`config.mk`:
```
export PLATFORM = sky130hd
export DESIGN_NAME = serial_adder_ctrl
export DESIGN_NICKNAME = d
export VERILOG_FILES = /design/src/rtl/serial_adder_ctrl.sv
export SDC_FILE = /design/constraint.sdc
export NUM_CORES = 1
export LEC_CHECK = 0
export CORE_AREA = 2 2 80 82
export CTS_BUF_LIST = sky130_fd_sc_hd__clkbuf_8
export CTS_CLUSTER_SIZE = 10
export DETAILED_ROUTE_END_ITERATION = 8
export DIE_AREA = 0 0 82 84
export DONT_BUFFER_PORTS = 1
export SETUP_SLACK_MARGIN = 0.3
export SYNTH_ARGS = -nofsm -noshare
export SYNTH_HDL_FRONTEND = slang
export SYNTH_HIERARCHICAL = 1
export SYNTH_SLANG_ARGS = --single-unit
```
`constraint.sdc`:
```
create_clock -name clk -period 3.47 [get_ports clk]
set_clock_uncertainty 0.15 [all_clocks]
set_input_delay 0.1735 -clock clk [delete_from_list [all_inputs] [get_ports clk]]
set_output_delay 0.1735 -clock clk [all_outputs]
set_load 0.005 [all_outputs]
```
`src/rtl/serial_adder_ctrl.sv`:
```
// Bit-serial WIDTH-bit adder: a single full-adder cell is stepped over the
// operands LSB-first, one bit per clock, with the carry held in a register.

module full_adder_bh (
  output logic s,
  output logic c,
  input  logic a,
  input  logic b,
  input  logic cin
);

  always_comb begin
    s = a ^ b ^ cin;
    c = (a & b) | (a & cin) | (b & cin);
  end

endmodule

module serial_adder_ctrl #(
  parameter int unsigned WIDTH = 8
) (
  input  logic             clk,
  input  logic             rst,
  input  logic             start,
  input  logic [WIDTH-1:0] a,
  input  logic [WIDTH-1:0] b,
  input  logic             cin,
  output logic             busy,
  output logic             done,
  output logic [WIDTH-1:0] sum,
  output logic             cout
);

  localparam int unsigned CW = $clog2(WIDTH);
  localparam logic [CW-1:0] LAST = CW'(WIDTH - 1);

  typedef enum logic [1:0] {
    S_IDLE,
    S_RUN,
    S_DONE
  } state_t;

  state_t           r_state;
  logic [WIDTH-1:0] r_a_sh;
  logic [WIDTH-1:0] r_b_sh;
  logic             r_carry;
  logic [CW-1:0]    r_cnt;
  logic [WIDTH-2:0] r_acc;

  logic             w_fa_s;
  logic             w_fa_c;
  logic [WIDTH-1:0] w_acc_nxt;

  full_adder_bh u_fa (
    .s   (w_fa_s),
    .c   (w_fa_c),
    .a   (r_a_sh[0]),
    .b   (r_b_sh[0]),
    .cin (r_carry)
  );

  // Accumulator keeps only the WIDTH-1 bits already produced; the bit being
  // computed this cycle is appended at the top so the final edge can publish
  // the complete word directly.
  assign w_acc_nxt = {w_fa_s, r_acc};

  always_ff @(posedge clk or posedge rst) begin
    if (rst) begin
      r_state <= S_IDLE;
      r_a_sh  <= '0;
      r_b_sh  <= '0;
      r_carry <= 1'b0;
      r_cnt   <= '0;
      r_acc   <= '0;
      busy    <= 1'b0;
      done    <= 1'b0;
      sum     <= '0;
      cout    <= 1'b0;
    end else begin
      case (r_state)
        S_IDLE: begin
          done <= 1'b0;
          if (start) begin
            r_a_sh  <= a;
            r_b_sh  <= b;
            r_carry <= cin;
            r_cnt   <= '0;
            busy    <= 1'b1;
            r_state <= S_RUN;
          end
        end

        S_RUN: begin
          r_carry <= w_fa_c;
          r_acc   <= w_acc_nxt[WIDTH-1:1];
          r_a_sh  <= r_a_sh >> 1;
          r_b_sh  <= r_b_sh >> 1;
          r_cnt   <= r_cnt + 1'b1;
          if (r_cnt == LAST) begin
            sum     <= w_acc_nxt;
            cout    <= w_fa_c;
            done    <= 1'b1;
            r_state <= S_DONE;
          end
        end

        S_DONE: begin
          done    <= 1'b0;
          busy    <= 1'b0;
          r_state <= S_IDLE;
        end

        default: begin
          done    <= 1'b0;
          busy    <= 1'b0;
          r_state <= S_IDLE;
        end
      endcase
    end
  end

endmodule

```
==> flow_summary.json <==
{
  "crit_required_ns": 3.50,
  "place_hpwl_um": 2340,
  "drt-vias-per-instance": 4.86,
  "holdPathStages": 3,
  "yosysUniqueCellTypes": 23,
  "max_slew_margin_pct": 52.4,
  "synth_area_leaders": "dfrtp_1 57%, mux2_4 7.7%, o22ai_1 6.4%",
  "cts_tree": "yes",
  "synth_warnings": 6,
  "finalCriticalPeriod_ns": 1.83,
  "yosysSeqAreaShare_pct": 57.0,
  "area_growth_pct": 16.9,
  "synth_top_area_share_pct": 57.0,
  "wl_um": 3570,
  "tightest_slew_ns": 0.713,
  "arrival_ns": 1.86,
  "layout_common_cells": "40 x dfrtp_1, 24 x nand2_1, 18 x o22ai_1",
  "die_w_um": 82,
  "cts_made_buffers": 5,
  "grt_pass1_vias": 1186,
  "swShare_pct": 34.6,
  "final_util_pct": 33.7,
  "comb_power_share_pct": 30.7,
  "fmax_ghz": 0.546,
  "hold_viol": 0,
  "antenna_left": 0,
  "grt.overflow.total": 0,
  "antenna_found_initial": 0,
  "drv_slew": 0,
  "die_area_mm2": 0.00689,
  "met1_usage_pct": 16.1,
  "cts-root-buf": "clkbuf_8",
  "clkSinkCount": 40,
  "fin_crit_sh_pct": 52.7,
  "setup_viol": 0,
  "final-seq-area_mm2": 0.00100,
  "rows": 29,
  "port_buffers": 0,
  "syn_area_mm2": 0.00176,
  "first_pass_iters": 4,
  "initial_utilization_pct": 28.8,
  "grt_usage_pct": 11.3,
  "final.setup.tns_ns": 0,
  "grt_max_degree": 41,
  "power.switching_uw": 616,
  "cts_buffer_depth": 2,
  "status": "completed",
  "rsz0062_at_grt": "false",
  "placed_area_mm2": 0.00181,
  "vias": 1209,
  "fp.dieH_um": 84,
  "num_antenna_cells": 0,
  "fin_hold_ws_ns": 0.0251,
  "grt_pass1_wl_um": 5920,
  "post_cts_buffers": 0,
  "p_per_area_mw_per_mm2": 869,
  "cts_resized": 0,
  "seq_power_share_pct": 48.2,
  "cts-hold-fix-buffers": 13,
  "maxCapViolations": 0,
  "drc_errors": 0,
  "nets": 194,
  "busiest_layer": "met1",
  "critPathMaxFanout": 15,
  "worstSetupEndpointType": "register",
  "layout_commonest_cell": "dfrtp_1",
  "post_drt_wl_per_cell_um": 14.3,
  "p_leak_uw": 0.000929,
  "layout-drive-gt1-share_pct": 12.2,
  "fillers": 630,
  "io_pins": 31,
  "peakVddDrop_v": 0.000386,
  "clock_power_share_pct": 21.1,
  "multi_input_area_um2": 676,
  "r2r_cells": 3,
  "clock_latency_ns": 0.29,
  "r2r_slack_ns": 1.64,
  "path_clk_slew_ns": 0.08,
  "stdcell_area_mm2": 0.00205,
  "grt_util_met3_pct": 4.22,
  "intPower_uw": 1170,
  "cpPeakStageDelay_ns": 0.54,
  "worstPathCellList": "and2b_1, nand2_4, mux2_4",
  "gp_congestion": 0.712,
  "cp_slowest_cell": "dfrtp_1",
  "syn-num-nets": 183,
  "criticalPathCategory": "register to register",
  "synth_area_per_cell_um2": 11.0,
  "cts_max_level": 2,
  "min_path_type": "input port to register",
  "syn_inst": 160,
  "synth_top_area_cell": "dfrtp_1",
  "drt-initial-drc-count": 102,
  "met2_usage_pct": 15.8,
  "critical_path.startpoint_type": "register",
  "ys_seq_elements": 40,
  "core_area_mm2": 0.00610
}
## state kept, by name, summed over array words and instances, names as in the netlist
register / cells
r_state: 2
busy: 1
r_a_sh: 8
r_carry: 1
sum: 8
r_cnt: 3
r_acc: 7
r_b_sh: 8
done: 1
cout: 1
## critical path, delay by kind of cell, from the launching register on
family,cells,cell delay [ns]
multiplexers,1,0.34
flip-flops,1,0.54
AND/OR/NAND/NOR,2,0.68
## final timing paths
kind / start / to
min in group asynchronous: rst / sum[4]
max: r_state[1] / sum[3]
min reg2reg: r_acc[0] / r_acc[0]
max in group asynchronous: rst / r_cnt[0]
max reg2reg: r_state[1] / sum[3]
min: start / r_cnt[0]
## synthesized netlist by cell type (all sizes together)
cell type	instances
nand2	25
a22oi	2
inv	8
or4b	1
a21oi	15
fa	1
buf	7
clkbuf	3
nor3b	3
mux2	9
nor2b	1
or3b	2
nand2b	3
o21ai	10
o22ai	18
ha	2
nor2	4
a22o	2
dfrtp	40
o22a	3
and2b	1
## layer usage
metal,vias to the layer above,wire (um),share of wire [%]
met5,-,0,0
met1,588,1790,50
met4,0,31,0.87
li1,584,-,-
met2,33,1550,43
met3,4,207,5.8
## final cells by class
cell class | instances | area share, %
tap | 77 | 4.70
multi-input combinational | 102 | 32.9
timing repair buffer | 14 | 6.71
clock buffer | 5 | 3.35
sequential | 40 | 48.8
inverter | 8 | 1.46
clock inverter | 3 | 2.07
## through the flow
step                      power [uW]  worst slack (ns)  instances
after floorplan                 1290              1.96        160
final                           1780              1.64        249
after detailed placement        1410              1.64        228
after CTS                       1800              1.63        249
after global placement          1390              1.69        228
after global routing            1940              1.39        249
## cell families (layout without fill, tap and decap cells)
group / Yosys count / in the layout / synth area share [%]
multiplexers: 9 / 9 / 7.70
adder cells (fa/ha/maj): 3 / 3 / 2.57
buffers and inverters: 18 / 30 / 4.49
flip-flops: 40 / 40 / 57.0
AND/OR/NAND/NOR: 40 / 40 / 11.3
AO/OA/AOI/OAI: 50 / 50 / 16.9
## power groups by stage
stage / sequential (uW) / combinational (uW) / clock (uW)
6_report: 859 / 547 / 376
4_1_cts: 862 / 552 / 391
5_1_grt: 894 / 635 / 414
3_3_place_gp: 866 / 520 / 0
2_1_floorplan: 803 / 487 / 0
3_5_place_dp: 871 / 536 / 0
Power figures use the tool's default switching activity.
